**config.mk**
```make
export PLATFORM = sky130hd
export DESIGN_NAME = ili9341_init_seq
export DESIGN_NICKNAME = d
export VERILOG_FILES = /design/src/rtl/ili9341_init_seq.sv
export SDC_FILE = /design/constraint.sdc
export NUM_CORES = 1
export LEC_CHECK = 0
export CAP_MARGIN = 20
export CELL_PAD_IN_SITES_DETAIL_PLACEMENT = 0
export CELL_PAD_IN_SITES_GLOBAL_PLACEMENT = 2
export CORE_MARGIN = 8
export CORE_UTILIZATION = 40
export CTS_CLUSTER_DIAMETER = 120
export DETAILED_ROUTE_END_ITERATION = 8
export PLACE_DENSITY = 0.82
export SLEW_MARGIN = 20
export SYNTH_ARGS = -nofsm -noshare
export SYNTH_HDL_FRONTEND = slang
export SYNTH_SLANG_ARGS = --single-unit
```
**constraint.sdc**
```tcl
create_clock -name clk -period 5.3 [get_ports clk]
set_input_delay 0.53 -clock clk [delete_from_list [all_inputs] [get_ports clk]]
set_output_delay 0.53 -clock clk [all_outputs]
set_load 0.03 [all_outputs]
```
**src/rtl/ili9341_init_seq.sv**
```systemverilog
// ILI9341 power-up sequencer: hardware reset handshake, settle wait, then a fixed
// command/data table streamed byte by byte to the SPI writer.
module ili9341_init_seq #(
    parameter int POST_RST_WAIT = 12_000_000,
    parameter int DLY_CYCLES    = 12_000_000,
    parameter int RST_TIMEOUT   = 50_000_000
) (
    input  logic       clk,
    input  logic       rst,
    input  logic       i_start,
    output logic       o_reset_ena,
    output logic       o_reset_val,
    input  logic       i_reset_sent,
    output logic       o_spi_valid,
    output logic [7:0] o_spi_data,
    output logic       o_spi_dc,
    input  logic       i_spi_ready,
    output logic       o_busy,
    output logic       o_done,
    output logic       o_error
);
    localparam int TW = $clog2(RST_TIMEOUT + 1);
    localparam int SW = $clog2(POST_RST_WAIT + 1);
    localparam int DW = $clog2(DLY_CYCLES + 1);
    localparam logic [TW-1:0] TMO_LAST    = TW'(RST_TIMEOUT - 1);
    localparam logic [SW-1:0] SETTLE_LAST = SW'(POST_RST_WAIT - 1);
    localparam logic [DW-1:0] DLY_LAST    = DW'(DLY_CYCLES - 1);

    typedef enum logic [2:0] {
        ST_IDLE     = 3'd0,
        ST_RST_REQ  = 3'd1,
        ST_RST_WAIT = 3'd2,
        ST_SETTLE   = 3'd3,
        ST_FETCH    = 3'd4,
        ST_SEND     = 3'd5,
        ST_DELAY    = 3'd6,
        ST_DONE     = 3'd7
    } state_t;

    typedef enum logic [1:0] {
        K_CMD = 2'd0,
        K_DAT = 2'd1,
        K_DLY = 2'd2,
        K_END = 2'd3
    } kind_t;

    // Init table entry: {kind, byte}
    function automatic logic [9:0] table_entry(input logic [2:0] idx);
        logic [9:0] e;
        case (idx)
            3'd0:    e = {K_CMD, 8'h11};
            3'd1:    e = {K_DLY, 8'h00};
            3'd2:    e = {K_CMD, 8'h3A};
            3'd3:    e = {K_DAT, 8'h55};
            3'd4:    e = {K_CMD, 8'h36};
            3'd5:    e = {K_DAT, 8'h48};
            3'd6:    e = {K_CMD, 8'h29};
            default: e = {K_END, 8'h00};
        endcase
        return e;
    endfunction

    state_t          state_r;
    logic [2:0]      idx_r;
    logic [TW-1:0]   tmo_cnt_r;
    logic [SW-1:0]   settle_cnt_r;
    logic [DW-1:0]   dly_cnt_r;
    logic [9:0]      entry_s;
    kind_t           kind_s;
    logic [7:0]      byte_s;

    // Decode the table entry addressed by the current index
    always_comb begin
        entry_s = table_entry(idx_r);
        kind_s  = kind_t'(entry_s[9:8]);
        byte_s  = entry_s[7:0];
    end

    // Sequencer state, counters and registered outputs
    always_ff @(posedge clk) begin
        if (rst) begin
            state_r      <= ST_IDLE;
            idx_r        <= 3'd0;
            tmo_cnt_r    <= '0;
            settle_cnt_r <= '0;
            dly_cnt_r    <= '0;
            o_reset_ena  <= 1'b0;
            o_reset_val  <= 1'b1;
            o_spi_valid  <= 1'b0;
            o_spi_data   <= 8'h00;
            o_spi_dc     <= 1'b0;
            o_busy       <= 1'b0;
            o_done       <= 1'b0;
            o_error      <= 1'b0;
        end else begin
            case (state_r)
                ST_IDLE, ST_DONE: begin
                    if (i_start) begin
                        state_r     <= ST_RST_REQ;
                        idx_r       <= 3'd0;
                        o_error     <= 1'b0;
                        o_done      <= 1'b0;
                        o_busy      <= 1'b1;
                        o_reset_ena <= 1'b1;
                        o_reset_val <= 1'b0;
                    end
                end
                ST_RST_REQ: begin
                    state_r     <= ST_RST_WAIT;
                    o_reset_ena <= 1'b0;
                    tmo_cnt_r   <= '0;
                end
                ST_RST_WAIT: begin
                    // A completion flag on the final count still wins over the timeout
                    if (i_reset_sent) begin
                        state_r      <= ST_SETTLE;
                        settle_cnt_r <= '0;
                        o_reset_val  <= 1'b1;
                    end else if (tmo_cnt_r == TMO_LAST) begin
                        state_r     <= ST_IDLE;
                        o_error     <= 1'b1;
                        o_busy      <= 1'b0;
                        o_reset_val <= 1'b1;
                    end else begin
                        tmo_cnt_r <= tmo_cnt_r + TW'(1);
                    end
                end
                ST_SETTLE: begin
                    if (settle_cnt_r == SETTLE_LAST) begin
                        state_r <= ST_FETCH;
                    end else begin
                        settle_cnt_r <= settle_cnt_r + SW'(1);
                    end
                end
                ST_FETCH: begin
                    case (kind_s)
                        K_CMD, K_DAT: begin
                            state_r     <= ST_SEND;
                            o_spi_valid <= 1'b1;
                            o_spi_data  <= byte_s;
                            o_spi_dc    <= (kind_s == K_DAT);
                        end
                        K_DLY: begin
                            state_r   <= ST_DELAY;
                            dly_cnt_r <= '0;
                        end
                        K_END: begin
                            state_r <= ST_DONE;
                            o_done  <= 1'b1;
                            o_busy  <= 1'b0;
                        end
                        default: begin
                            state_r <= ST_DONE;
                            o_done  <= 1'b1;
                            o_busy  <= 1'b0;
                        end
                    endcase
                end
                ST_SEND: begin
                    if (i_spi_ready) begin
                        state_r     <= ST_FETCH;
                        idx_r       <= idx_r + 3'd1;
                        o_spi_valid <= 1'b0;
                        o_spi_data  <= 8'h00;
                        o_spi_dc    <= 1'b0;
                    end
                end
                ST_DELAY: begin
                    if (dly_cnt_r == DLY_LAST) begin
                        state_r <= ST_FETCH;
                        idx_r   <= idx_r + 3'd1;
                    end else begin
                        dly_cnt_r <= dly_cnt_r + DW'(1);
                    end
                end
                default: begin
                    state_r     <= ST_IDLE;
                    o_reset_ena <= 1'b0;
                    o_reset_val <= 1'b1;
                    o_spi_valid <= 1'b0;
                    o_spi_data  <= 8'h00;
                    o_spi_dc    <= 1'b0;
                    o_busy      <= 1'b0;
                    o_done      <= 1'b0;
                end
            endcase
        end
    end
endmodule
```
# == Word level (Yosys, flattened, before mapping) ==
# Index checks and enable logic that the tools add are counted.
# word_totals
regBits,95
inputBits,5
# op_classes
add_sub_neg,4
eq_ne,33
muxes,44
reduce_logical,25
# ops
cell,n
24-bit 2-to-1 mux,4
24-bit case mux with 2 select lines,2
10-bit case mux with 7 select lines,1
26-bit 2-to-1 mux,2
26-bit case mux with 2 select lines,1
"24-bit by 1-bit adder with 24-bit output, second input constant",2
"24-bit equality test, second input constant",2
3-bit 2-to-1 mux,9
"26-bit by 1-bit adder with 26-bit output, second input constant",1
"26-bit equality test, second input constant",1
"2-bit inequality test, second input constant",13
"3-bit equality test, second input constant",7
3-bit case mux with 7 select lines,1
3-bit case mux with 3 select lines,2
3-bit AND reduction,6
8-bit 2-to-1 mux,2
8-bit case mux with 2 select lines,1
2-bit nonzero test,7
"3-bit by 2-bit equality test with 1-bit output, second input constant",4
1-bit 2-to-1 mux,12
1-bit case mux with 2 select lines,6
5-bit AND reduction,2
4-bit AND reduction,2
"3-bit by 1-bit equality test with 1-bit output, second input constant",2
10 further kinds,14

# == Longest topological paths before layout ==
# logic_depth
ltp_word,6
mapped_depth,9
ltp_nobuf,8

# == Least setup slack after synthesis ==
# Ideal clock, no wire load.
# synth_path
kind,reg2reg
start,reg tmo_cnt_r[0]
end,reg state_r[0]
setup_ps,122
t_arrival_ps,2269
t_required_ps,5178
path_slack_ps,2910
path_stages_with_launch,8
n_path_buf,0
synth_period_minus_slack_ps,2390
path_cell_list,dfxtp_1 > ha_1 > nand3b_1 > or4_4 > or2_4 > and2_4 > or3_1 > o311a_1
# synth_via
elab_chain_cells,3
# synth_lines
item,line,text
from (decl),65,logic [TW-1:0] tmo_cnt_r;
from (signal assigned),125,tmo_cnt_r <= tmo_cnt_r + TW'(1);
26-bit equality test,119,end else if (tmo_cnt_r == TMO_LAST) begin
3-bit inequality test (no line),--,
5-bit AND reduction (no line),--,
to (signal assigned),116,state_r <= ST_SETTLE;
to (signal assigned),120,state_r <= ST_IDLE;
to (signal assigned),130,state_r <= ST_FETCH;
to (decl),63,state_t state_r;
# No other way between the ends.
# A chain may end at the register's enable or synchronous reset.

# == Worst setup path after layout ==
# layout_path
start,reg state_r[0]
end,reg tmo_cnt_r[17]
# layout_via
elab_chain_cells,3
# layout_lines
item,line,text
from (signal assigned),82,state_r <= ST_IDLE;
from (signal assigned),99,state_r <= ST_RST_REQ;
from (signal assigned),109,state_r <= ST_RST_WAIT;
3-bit by 2-bit equality test with 1-bit output / 3-bit by 1-bit equality test with 1-bit output (equally long branches),96,case (state_r)
2-bit inequality test (no line) / 2-bit nonzero test (equally long branches),--,
3-bit AND reduction (no line),--,
# Parallel ways exist; a longest one is shown, timed or not.

==> impl_metrics.py <==
metrics = {
    "critical_path": {
        "path_cells": "inv_1 -> nor3_1 -> a21oi_2 -> or4_1 -> a21oi_1",
        "critical-path-slowest-cell": "dfxtp_1",
        "reg2reg_depth": 5,
        "arrival_ns": 3.05,
        "r2r_end": "tmo_cnt_r[17]",
        "path_max_fanout": 24,
        "r2r_slack_ns": 2.52,
        "start_kind": "register",
        "required_ns": 5.57,
        "critPathCaptureType": "register",
        "critical-path-max-stage-delay_ns": 0.71,
        "r2r_start": "state_r[0]",
        "critical_path_class": "reg -> reg",
    },
    "hold_path": {
        "worst_hold_startpoint": "o_reset_ena",
        "min_path_type": "reg -> reg",
        "hold_end": "o_reset_ena",
        "hold_depth": 2,
    },
    "global_route": {
        "grt_pass1_vias": 3785,
        "overflow": 0,
        "grt_max_degree": 29,
        "antenna_found_initial": 0,
        "grt_pass1_wl_um": 18570,
        "grt_usage": 0.1415,
    },
    "floorplan": {
        "fp.dieW_um": 125.4,
        "initial_core_util": 0.4035,
        "io_pins": 20,
        "rows": 40,
        "die-area_um2": 15720,
        "core_area_um2": 11860,
        "die_y_um": 125.4,
    },
    "power_and_ir_drop": {
        "cellLeakagePower_nw": 1.714,
        "powerDensity_nw_per_um2": 275.5,
        "ir_worst_vdd_uv": 108.9,
    },
    "final_layout": {
        "finalInstanceArea_um2": 5310,
        "drive_gt1_frac": 0.05102,
        "insertedDiodeCount": 0,
        "final_common_cell": "dfxtp_1",
        "postLayoutCoreUtil": 0.4477,
        "nNetsFinal": 598,
        "area_delta_synth_final_pct": 10.95,
        "layout_common_cells": "dfxtp_1 (94), nor2_1 (81), nand2_1 (44)",
    },
    "run_status": {
        "status": "finished, final reports clean",
    },
    "drt": {
        "firstDrtPassIters": 4,
        "routed.top_layer": "met4",
        "wl_met1_um": 5621,
        "drt_iter0_markers": 281,
        "ant_nets": 0,
        "wl_per_cell_um": 14.87,
        "wl_um": 10930,
        "routed-wl-met2_um": 4740,
        "via_per_inst": 5.646,
        "num_vias": 4150,
        "dr_wl_met3_um": 375,
        "drc": 0,
    },
    "logic_synthesis": {
        "ys_warn_count": 0,
        "synth_nets": 595,
        "netlist_instances": 582,
        "syn_avg_cell_area_um2": 8.223,
        "async_flop_share": 0,
        "synth_edf_count": 0,
        "synth.distinct_cells": 64,
        "synth-seq-cells": 94,
        "syn_area_um2": 4786,
        "synth_top_flop_cell": "dfxtp_1",
        "synth-seq-area-share": 0.3932,
    },
    "clock_tree": {
        "cts_buffers": 9,
        "tritoncts": "done",
        "cts.sinks": 94,
        "cts_hold_buf": 0,
        "cts_resized": 0,
        "clk_pin_slew_ns": 0.07,
        "clockBufferDepth": 2,
        "htree_levels": 3,
        "cts_setup_buffers": 0,
        "clock_latency_ns": 0.34,
        "clockRootBuffer": "clkbuf_16",
    },
    "sta": {
        "rsz0062_at_grt": "no",
        "tightestPinTransition_ns": 0.8533,
        "drv_slew": 0,
        "relSlewSlack": 0.4311,
        "clock-skew-final_ns": 0.009226,
        "setup_ws_ns": 2.521,
        "setup_tns_ns": 0,
        "period_needed_ns": 2.779,
        "period_share": 0.5243,
        "fmax_ghz": 0.3598,
        "holdWs_ns": 0.4522,
        "setup_viol": 0,
        "hold_violations": 0,
    },
    "place": {
        "place.port_buffers": 18,
        "postPlaceCellArea_um2": 5054,
        "gp_congestion": 0.8102,
        "post-place-ws_ns": 2.469,
        "dpl.hpwl_um": 7526,
    },
    "flow_run": {
        "maxCapViolations": 0,
    },
}
-- Yosys cell counts, drive strengths merged, types with 2 or more instances --
| cell type | count | area (µm²) |
|---|---|---|
| a221oi | 2 | 17.52 |
| a31oi | 3 | 18.77 |
| nand4 | 14 | 87.58 |
| o21a | 3 | 22.52 |
| and2 | 5 | 33.78 |
| or2 | 2 | 15.02 |
| and4 | 5 | 43.79 |
| nor3b | 2 | 15.01 |
| xor2 | 20 | 175.2 |
| a22oi | 2 | 15.01 |
| nor3 | 26 | 130.1 |
| o2111ai | 9 | 78.83 |
| nor4 | 16 | 115.1 |
| nor2 | 81 | 304.0 |
| mux2i | 2 | 20.02 |
| a21oi | 38 | 193.9 |
| nand3b | 3 | 22.52 |
| a21o | 6 | 45.04 |
| xnor2 | 27 | 236.5 |
| nand2 | 44 | 165.2 |
| dfxtp | 94 | 1882 |
| buf | 10 | 55.05 |
| a21boi | 2 | 15.01 |
| o31ai | 12 | 90.09 |
| a211oi | 2 | 15.01 |
| or3 | 8 | 50.05 |
| ha | 8 | 100.1 |
| nand3 | 24 | 125.1 |
| clkbuf | 19 | 71.32 |
| o211ai | 10 | 80.07 |
| nor4b | 4 | 35.03 |
| inv | 20 | 75.07 |
| nor2b | 3 | 18.77 |
| a41o | 4 | 41.29 |
| nand2b | 3 | 18.77 |
| o21ai | 13 | 65.06 |
| a22o | 2 | 17.52 |
| and3 | 7 | 45.05 |
| o2bb2ai | 4 | 35.03 |
| or4 | 11 | 86.33 |
-- where the power goes --
group / leakage (nW) / internal (W) / switching, W
registers: 0.758 / 0.000716 / 0.0000192
logic: 0.828 / 0.0000403 / 0.000102
clock network: 0.128 / 0.000325 / 0.000262
total: 1.71 / 0.00108 / 0.000383
-- stage by stage --
| step | total power, W | instances |
|---|---|---|
| 2_1_floorplan | 0.0008586 | 582 |
| 3_3_place_gp | 0.0008922 | 721 |
| 3_5_place_dp | 0.0008944 | 721 |
| 4_1_cts | 0.001488 | 735 |
| 5_1_grt | 0.001531 | 735 |
| 6_report | 0.001463 | 735 |
-- sequential cells by signal, indices dropped and copies added (netlist names), 3 cells and up --
| name | flops |
|---|---|
| tmo_cnt_r | 26 |
| dly_cnt_r | 24 |
| settle_cnt_r | 24 |
| o_spi_data | 7 |
| idx_r | 3 |
| state_r | 3 |
-- critical path, delay by kind of cell, from the launching register on --
kind | cells | cell delay [ns]
AOI/OAI and AO/OA | 2 | 0.45
DFF | 1 | 0.71
and+or+nand+nor | 2 | 1.21
buffers and inverters | 1 | 0.32
-- layout make-up --
cell class	instances	area (µm²)
clock buffers	12	246.5
clock inverters	2	10.01
fillers	1211	6551
inverters	20	75.07
multi-input cells	439	2710
flip-flops and latches	94	1882
well taps	147	183.9
repair buffers	21	202.7
-- routing by layer --
metal	global-route usage	up-vias
li1	-	2108
met4	0.06232	0
met2	0.2112	71
met5	0	-
met1	0.1937	1957
met3	0.02677	14
-- how the worst max path moves through the flow --
stage                  from  cells past startpoint             to
5_1_grt          state_r[0]                      5  tmo_cnt_r[17]
2_1_floorplan  tmo_cnt_r[0]                      7     state_r[0]
3_3_place_gp   i_reset_sent                      5  tmo_cnt_r[19]
6_report         state_r[0]                      5  tmo_cnt_r[17]
4_1_cts          state_r[0]                      5  tmo_cnt_r[17]
3_5_place_dp   i_reset_sent                      5  tmo_cnt_r[15]
-- cell families after synthesis --
family / Yosys count / share of synthesized area
AND/OR/NAND/NOR: 262 / 0.2824
AO/OA/AOI/OAI: 119 / 0.1705
flip-flops: 94 / 0.3932
buffers and inverters: 49 / 0.04209
XOR/XNOR: 47 / 0.08601
adder cells (fa/ha/maj): 8 / 0.02092
multiplexers: 2 / 0.004183
other: 1 / 0.0007836
No activity file was read; power rests on OpenSTA's default activity.
